--- src/rtl/fpu_collect_pkg.sv ---
// Shared types and constants for the FPU result collector.
// Holds the IEEE status bit layout, the canonical quiet NaN and the
// default-width entry struct buffered by the collector FIFO.
package fpu_collect_pkg;

    // IEEE exception flag positions inside a status word
    localparam int STAT_NV = 4;
    localparam int STAT_DZ = 3;
    localparam int STAT_OF = 2;
    localparam int STAT_UF = 1;
    localparam int STAT_NX = 0;

    localparam logic [31:0] CANON_QNAN = 32'h7FC0_0000;

    typedef logic [4:0] status_t;

    // Entry layout at the default widths (FP32 result, 1-bit tag)
    typedef struct packed {
        logic [31:0] result;
        status_t     status;
        logic [0:0]  tag;
    } fpu_entry_t;

    // FP32 NaN: exponent all ones with a non-zero mantissa
    function automatic logic is_nan32(input logic [31:0] v);
        return (v[30:23] == 8'hFF) && (v[22:0] != 23'h000000);
    endfunction

endpackage

--- src/rtl/fpu_collect_fifo.sv ---
// Generic synchronous FIFO with occupancy counter and synchronous flush.
// The read side shows the head entry straight from storage registers and
// reads all-zero while empty. Writing is refused while full, even when the
// head is popped in the same cycle.
module fpu_collect_fifo #(
    parameter int  DEPTH   = 4,
    parameter type entry_t = logic [7:0]
) (
    input  logic   clk_i,
    input  logic   rst_i,
    input  logic   flush_i,
    input  logic   wr_valid_i,
    input  entry_t wr_data_i,
    output logic   wr_ready_o,
    output entry_t rd_data_o,
    output logic   rd_valid_o,
    input  logic   rd_ready_i
);

    localparam int AW = (DEPTH > 1) ? $clog2(DEPTH) : 1;

    logic [AW-1:0] wr_ptr_q, wr_ptr_d;
    logic [AW-1:0] rd_ptr_q, rd_ptr_d;
    logic [AW:0]   cnt_q, cnt_d;
    entry_t        mem_q [DEPTH];

    logic full_s;
    logic empty_s;
    logic push_s;
    logic pop_s;

    assign full_s     = (cnt_q == (AW+1)'(DEPTH));
    assign empty_s    = (cnt_q == '0);
    assign push_s     = wr_valid_i & ~full_s;
    assign pop_s      = rd_ready_i & ~empty_s;
    assign wr_ready_o = ~full_s;
    assign rd_valid_o = ~empty_s;

    // Head entry from storage; forced to zero when nothing is buffered
    always_comb begin
        if (empty_s) begin
            rd_data_o = '0;
        end else begin
            rd_data_o = mem_q[rd_ptr_q];
        end
    end

    // Pointer and occupancy next-state; flush wins over any handshake
    always_comb begin
        wr_ptr_d = wr_ptr_q;
        rd_ptr_d = rd_ptr_q;
        cnt_d    = cnt_q;
        if (flush_i) begin
            wr_ptr_d = '0;
            rd_ptr_d = '0;
            cnt_d    = '0;
        end else begin
            if (push_s) begin
                wr_ptr_d = wr_ptr_q + AW'(1);
            end else begin
                wr_ptr_d = wr_ptr_q;
            end
            if (pop_s) begin
                rd_ptr_d = rd_ptr_q + AW'(1);
            end else begin
                rd_ptr_d = rd_ptr_q;
            end
            case ({push_s, pop_s})
                2'b10:   cnt_d = cnt_q + (AW+1)'(1);
                2'b01:   cnt_d = cnt_q - (AW+1)'(1);
                default: cnt_d = cnt_q;
            endcase
        end
    end

    // Pointer and occupancy registers
    always_ff @(posedge clk_i or posedge rst_i) begin
        if (rst_i) begin
            wr_ptr_q <= '0;
            rd_ptr_q <= '0;
            cnt_q    <= '0;
        end else begin
            wr_ptr_q <= wr_ptr_d;
            rd_ptr_q <= rd_ptr_d;
            cnt_q    <= cnt_d;
        end
    end

    // Entry storage; a push coinciding with flush is dropped
    always_ff @(posedge clk_i or posedge rst_i) begin
        if (rst_i) begin
            for (int i = 0; i < DEPTH; i++) begin
                mem_q[i] <= '0;
            end
        end else if (push_s && !flush_i) begin
            mem_q[wr_ptr_q] <= wr_data_i;
        end
    end

endmodule

--- src/rtl/fpu_result_collector.sv ---
// FPU result collector: buffers the FPU result/status/tag stream in a
// small FIFO, replays it to a consumer, and keeps sticky exception flags
// plus a saturating count of accepted results.
// Optional build macro FPU_COLLECT_NAN_CANON_EN: NaN results are stored
// as the canonical quiet NaN instead of bit-exact.
module fpu_result_collector
    import fpu_collect_pkg::*;
#(
    parameter int WIDTH     = 32,
    parameter int TAG_WIDTH = 1,
    parameter int DEPTH     = 4,
    parameter int CNT_WIDTH = 16
) (
    input  logic                 clk_i,
    input  logic                 rst_i,
    input  logic                 flush_i,
    input  logic [WIDTH-1:0]     res_i,
    input  status_t              status_i,
    input  logic [TAG_WIDTH-1:0] tag_i,
    input  logic                 in_valid_i,
    output logic                 in_ready_o,
    output logic [WIDTH-1:0]     res_o,
    output status_t              status_o,
    output logic [TAG_WIDTH-1:0] tag_o,
    output logic                 out_valid_o,
    input  logic                 out_ready_i,
    input  logic                 clear_flags_i,
    output status_t              fflags_o,
    output logic [CNT_WIDTH-1:0] res_cnt_o,
    output logic                 busy_o
);

    typedef struct packed {
        logic [WIDTH-1:0]     result;
        status_t              status;
        logic [TAG_WIDTH-1:0] tag;
    } entry_t;

    entry_t               wr_entry_s;
    entry_t               rd_entry_s;
    logic                 push_s;
    status_t              push_status_s;
    status_t              fflags_q, fflags_d;
    logic [CNT_WIDTH-1:0] cnt_q, cnt_d;

    assign push_s = in_valid_i & in_ready_o;

    // Build the entry to store, canonicalising NaNs when enabled
    always_comb begin
        wr_entry_s.status = status_i;
        wr_entry_s.tag    = tag_i;
`ifdef FPU_COLLECT_NAN_CANON_EN
        if (is_nan32(32'(res_i))) begin
            wr_entry_s.result = WIDTH'(CANON_QNAN);
        end else begin
            wr_entry_s.result = res_i;
        end
`else
        wr_entry_s.result = res_i;
`endif
    end

    fpu_collect_fifo #(
        .DEPTH   (DEPTH),
        .entry_t (entry_t)
    ) u_fifo (
        .clk_i      (clk_i),
        .rst_i      (rst_i),
        .flush_i    (flush_i),
        .wr_valid_i (in_valid_i),
        .wr_data_i  (wr_entry_s),
        .wr_ready_o (in_ready_o),
        .rd_data_o  (rd_entry_s),
        .rd_valid_o (out_valid_o),
        .rd_ready_i (out_ready_i)
    );

    assign res_o    = rd_entry_s.result;
    assign status_o = rd_entry_s.status;
    assign tag_o    = rd_entry_s.tag;
    assign busy_o   = out_valid_o;

    // Sticky flag and saturating counter next-state; flushed pushes still count
    always_comb begin
        if (push_s) begin
            push_status_s = status_i;
        end else begin
            push_status_s = 5'b00000;
        end
        if (clear_flags_i) begin
            fflags_d = push_status_s;
        end else begin
            fflags_d = fflags_q | push_status_s;
        end
        if (push_s && (cnt_q != {CNT_WIDTH{1'b1}})) begin
            cnt_d = cnt_q + CNT_WIDTH'(1);
        end else begin
            cnt_d = cnt_q;
        end
    end

    // Flag and counter registers
    always_ff @(posedge clk_i or posedge rst_i) begin
        if (rst_i) begin
            fflags_q <= 5'b00000;
            cnt_q    <= '0;
        end else begin
            fflags_q <= fflags_d;
            cnt_q    <= cnt_d;
        end
    end

    assign fflags_o  = fflags_q;
    assign res_cnt_o = cnt_q;

endmodule

--- config.mk ---
export PLATFORM = sky130hd
export DESIGN_NAME = fpu_result_collector
export DESIGN_NICKNAME = d
export VERILOG_FILES = /design/src/rtl/fpu_collect_pkg.sv /design/src/rtl/fpu_collect_fifo.sv /design/src/rtl/fpu_result_collector.sv
export SDC_FILE = /design/constraint.sdc
export NUM_CORES = 1
export LEC_CHECK = 0
export BUFFER_PORTS_ARGS = -buffer_cell sky130_fd_sc_hd__buf_2
export CORE_ASPECT_RATIO = 0.75
export CORE_MARGIN = 10
export CORE_UTILIZATION = 55
export CTS_BUF_LIST = sky130_fd_sc_hd__clkbuf_4
export CTS_CLUSTER_SIZE = 12
export DETAILED_ROUTE_END_ITERATION = 7
export GPL_TIMING_DRIVEN = 0
export PLACE_DENSITY = 0.79
export SYNTH_ARGS = -nofsm -noshare
export SYNTH_HDL_FRONTEND = slang
export SYNTH_HIERARCHICAL = 1
export SYNTH_SLANG_ARGS = --single-unit
--- constraint.sdc ---
create_clock -name clk_i -period 4.8 [get_ports clk_i]
set_clock_uncertainty 0.2 [all_clocks]
set_input_delay 0.72 -clock clk_i [delete_from_list [all_inputs] [get_ports clk_i]]
set_output_delay 0.72 -clock clk_i [all_outputs]
set_load 0.1 [all_outputs]
; Word level (Yosys, flattened, before mapping)
; Cells that the tools add are included.
[totals]
out_inout_bits = 62
regBits = 180
input_bits = 44
word_cells = 59
[op_classes]
magnitude_cmp = 3
n_eq_ne = 4
bitwise = 7
muxes = 15
reduce_logical = 8
addsub = 5
[ops]
columns = op, n
row1 = $bwmux 152, 1
row2 = $mux 38, 4
row3 = $bmux 38 s2, 1
row4 = $demux 38 s2, 1
row5 = $add 16x1->16 const B, 1
row6 = $ne 16x16->1 const B, 1
row7 = $mux 5, 2
row8 = $mux 2, 4
row9 = $ge 3x3->1 const B, 2
row10 = $not 2->3, 2
row11 = $pmux 3 s2, 1
row12 = $or 5x5->5, 1
row13 = $add 2x1->2 const B, 2
row14 = $reduce_bool 2->1, 2
row15 = $add 3x1->3 const B, 1
row16 = $eq 3x3->1 const B, 1
row17 = $logic_and 1x1->1, 3
row18 = $logic_not 3->1, 1
row19 = $lt 3x1->1 const B, 1
row20 = $mux 3, 1
row21 = $reduce_bool 3->1, 1
row22 = $sub 3x1->3 const B, 1
row23 = $and 1x1->1, 2
row24 = $eq 2x1->1 const B, 1
row25 = 3 further kinds, 4

; Depth between registers and ports, before layout
[logic_depth]
ltp_word = 6
ltp_mapped = 8
depth_no_buf = 6

; Modules after synthesis
; Netlist, hierarchy kept.
[modules_own_cells]
columns = module, seq_area_each_um2, cells_each, n_inst, area_each_um2
row1 = fpu_collect_fifo, 3978.8, 474, 1, 7796.2
row2 = fpu_result_collector, 525.5, 96, 1, 1001.0

; Worst setup path before layout
; OpenSTA, ideal clock, no wires.
[synth_timing]
path_type = register to output
from = reg u_fifo.cnt_q[0]
to = out res_o[16]
n_path_buf = 2
arrival_time_ns = 2.642
required_time_ns = 3.880
slack_ns = 1.238
path_stages_with_launch = 5
cell_sequence = dfrtp_1 -> or3_1 -> clkbuf_1 -> clkbuf_1 -> and2_1
[synth_between]
elab_chain_cells = 2
[synth_lines]
columns = item, line
row1 = "start, declared", fpu_collect_fifo.sv:24  ; logic [AW:0] cnt_q, cnt_d;
row2 = "start signal, assigned", fpu_collect_fifo.sv:85  ; cnt_q <= cnt_d;
row3 = $logic_not 3->1, fpu_collect_fifo.sv:33  ; assign empty_s = (cnt_q == '0);
row4 = $mux 38, fpu_collect_fifo.sv:41  ; if (empty_s) begin
row5 = "end, declared", fpu_result_collector.sv:22  ; output logic [WIDTH-1:0] res_o,
; No other way between the ends.

; Worst setup path after layout
[layout_timing]
from = reg u_fifo.rd_ptr_q[1]
to = out res_o[7]
[layout_between]
elab_chain_cells = 5
[layout_lines]
columns = item, line
row1 = "start, declared", fpu_collect_fifo.sv:23  ; logic [AW-1:0] rd_ptr_q, rd_ptr_d;
row2 = "start signal, assigned", fpu_collect_fifo.sv:84  ; rd_ptr_q <= rd_ptr_d;
row3 = $not 2->3 (not written as such), fpu_collect_fifo.sv:44  ; rd_data_o = mem_q[rd_ptr_q];
row4 = $bmux 38 s2, fpu_collect_fifo.sv:44
row5 = $mux 38 (not written as such) (2 in series), fpu_collect_fifo.sv:44
row6 = $mux 38, fpu_collect_fifo.sv:41
; No other way between the ends. The select of a mux whose other input is x is not followed.

==> flow_metrics.env <==
export IMPL_antenna_found_initial=2
export IMPL_seq_area_frac_synth=0.512
export IMPL_drc_errors=0
export IMPL_gr_total_overflow=0
export IMPL_syn_avg_cell_area_um2=15.4
export IMPL_irDropWorstVdd_uv=271
export IMPL_crit_path_top_delay_cell="buf_1"
export IMPL_synth_nets=620
export IMPL_power_uw=5770
export IMPL_routed_wl_um=18800
export IMPL_grt_pass1_wl_um=30800
export IMPL_grt_pass1_vias=5661
export IMPL_post_cts_setup_buffers=0
export IMPL_area_delta_synth_final_pct=13.1
export IMPL_slew_headroom=0.463
export IMPL_grt_usage=0.179
export IMPL_maxCapViolCount=0
export IMPL_ys_ff_latch=180
export IMPL_required_ns=3.88
export IMPL_crit_buf_inv=3
export IMPL_routedWlPerCell_um=20.5
export IMPL_numCtsBuffers=17
export IMPL_first_pass_iters=4
export IMPL_nets=746
export IMPL_cellLeakagePower_uw=0.00493
export IMPL_postRouteAntennaNets=0
export IMPL_slew_viol_final=0
export IMPL_drt_initial_drc_count=382
export IMPL_hold_class="input port to asynchronous set/reset pin"
export IMPL_crit_path_start_kind="register"
export IMPL_crit_family="buffers and inverters"
export IMPL_fin_util=0.643
export IMPL_cts_max_path_buffers=2
export IMPL_setup_viol=0
export IMPL_p_per_area_nw_per_um2=580
export IMPL_critPathMaxFanout=10
export IMPL_cts_resized=0
export IMPL_status="finished clean"
export IMPL_cts_tree="built"
export IMPL_synthCells=570
export IMPL_fin_cells=917
export IMPL_critPathKind="register to primary output"
export IMPL_place_congestion=0.820
export IMPL_rsz0062_at_grt="no"
export IMPL_hpwl_um=13200
export IMPL_cts_root_buf="clkbuf_4"
export IMPL_fin_crit_ns=3.96
export IMPL_h_tree_depth=4
export IMPL_io_buffers=104
export IMPL_cp_end_kind="primary output"
export IMPL_syn_area_um2=8800
export IMPL_die_h_um=130
export IMPL_postCtsHoldBufs=0
export IMPL_cts_sinks=180
export IMPL_io_pins=106
export IMPL_fmax_ghz=0.253
export IMPL_die_area_um2=21500
export IMPL_rows=39
export IMPL_vias_per_cell=5.61
export IMPL_drive_gt1_frac=0.508
export IMPL_synth_cell_types=43
export IMPL_finalHoldViolCount=0
export IMPL_core_region_area_um2=15500
export IMPL_arrival_ns=3.04
export IMPL_start_util=0.569
export IMPL_tightest_slew_ns=0.804
export IMPL_path_clk_slew_ns=0.14
export IMPL_worstPathCellList="clkbuf_1 -> buf_1 -> mux4_2 -> and2_1 -> buf_2"
export IMPL_fin_crit_sh=0.824
export IMPL_setup_ws_ns=0.843
export IMPL_clock_latency_ns=0.57
export IMPL_fin_tns_setup_ns=0
export IMPL_die_w_um=166
export IMPL_yosys_warnings=6
export IMPL_routed_via_count=5141
export IMPL_dp_cells=882
export IMPL_dp_slack_ns=1.47
export IMPL_critical_path_max_stage_delay_ns=0.60
export IMPL_grt_max_degree=46
layout by cell type, fill, tap and decap left out, drive strengths merged, types with 5 or more instances in the layout:
master,Yosys,routed
ha,5,5
nand3,10,10
nor2,12,12
o21ai,8,8
nand2,21,21
clkbuf,12,31
xor2,16,16
clkinv,0,6
nand4,5,5
mux4,38,38
inv,10,9
nor3,5,5
buf,24,131
dfrtp,180,180
and2,39,39
mux2,153,153
nor4,5,5
registers in the layout (all words and copies together) (netlist names):
signal and count:
u_fifo/cnt_q 3, u_fifo/rd_ptr_q 2, res_cnt_o 16, u_fifo/wr_ptr_q 2
u_fifo/mem_q 152, fflags_o 5
through the flow:
step	cell area, µm²	hold WS [ns]
after floorplan	8800	0.274
after global placement	9580	0.281
after detailed placement	9640	0.275
after CTS	9940	0.0302
after global routing	9950	0.0528
final	9950	0.0630
path summary, 6_finish.rpt:
path / start / end / slack [ns] / depth (start not counted)
max in group asynchronous: rst_i / u_fifo/mem_q[99]$_DFFE_PP0P_ / 3.39 / 4
worst min register to register: res_cnt_o[15]$_DFFE_PP0P_ / res_cnt_o[15]$_DFFE_PP0P_ / 0.30 / 1
worst max-delay path: u_fifo/rd_ptr_q[1]$_DFFE_PP0P_ / res_o[7] / 0.84 / 5
min in group clk_i: clear_flags_i / fflags_o[3]$_DFF_PP0_ / 0.17 / 2
worst min-delay path: rst_i / u_fifo/mem_q[40]$_DFFE_PP0P_ / 0.06 / 2
worst max register to register: u_fifo/cnt_q[0]$_DFFE_PP0P_ / u_fifo/cnt_q[2]$_DFFE_PP0P_ / 2.08 / 8
power breakdown:
part / switching [µW] / internal, µW
Clock: 496 / 415
Combinational: 1530 / 988
Sequential: 308 / 2030
Total: 2330 / 3430
cell usage after synthesis, drive strengths merged:
cell type / count / area [µm²]
o21ai: 8 / 40.0
or3b: 2 / 20.0
mux4: 38 / 856
xnor2: 3 / 26.3
nor3: 5 / 25.0
and3b: 1 / 12.5
fa: 1 / 20.0
a41oi: 1 / 8.76
dfrtp: 180 / 4500
mux2: 153 / 2020
and2: 39 / 244
and3: 2 / 12.5
a211oi: 1 / 7.51
nand3: 10 / 50.1
nor2: 12 / 45.0
and2b: 1 / 7.51
ha: 5 / 62.6
nor4: 5 / 37.5
or3: 4 / 25.0
o21bai: 1 / 7.51
o221ai: 1 / 8.76
nand2: 21 / 109
buf: 24 / 313
a21oi: 2 / 10.0
inv: 10 / 37.5
nand4: 5 / 37.5
and4: 1 / 10.0
nor3b: 2 / 15.0
nand2b: 1 / 6.26
nor4b: 2 / 23.8
clkbuf: 12 / 45.0
xor2: 16 / 140
a31oi: 1 / 6.26
cell type report:
type / instances / area [µm²]
Multi-Input combinational cell: 344 / 3900
Clock buffer: 19 / 143
Sequential cell: 180 / 4500
Timing Repair Buffer: 107 / 581
Fill cell: 1109 / 5520
Inverter: 10 / 41.3
Buffer: 36 / 358
Antenna cell: 4 / 10.0
Clock inverter: 12 / 163
Tap cell: 205 / 256
metal layers:
metal  up-vias  GRT usage  wire [µm]
met3        14     0.0520       1010
met4         2     0.0520        133
met1      2697      0.229       8350
met5         -          0          7
met2       122      0.293       9260
li1       2306          -          -
worst reg2reg max path: stages, from the launching register on:
cell and delay, ns:
dfrtp_1 0.51, or3_1 0.38, clkbuf_1 0.18, clkbuf_1 0.29
and3_1 0.27, fa_1 0.41, nor2_1 0.14, nand3_1 0.09
a31oi_1 0.19
kinds of logic after synthesis:
logic type,Yosys count,synth area share
flip-flops,180,0.512
buffers and inverters,46,0.0449
AND/OR/NAND/NOR,113,0.0774
XOR/XNOR,19,0.0189
AO/OA/AOI/OAI,15,0.0101
adder cells (fa/ha/maj),6,0.00939
multiplexers,191,0.327
(Power assumes the default switching activity.)
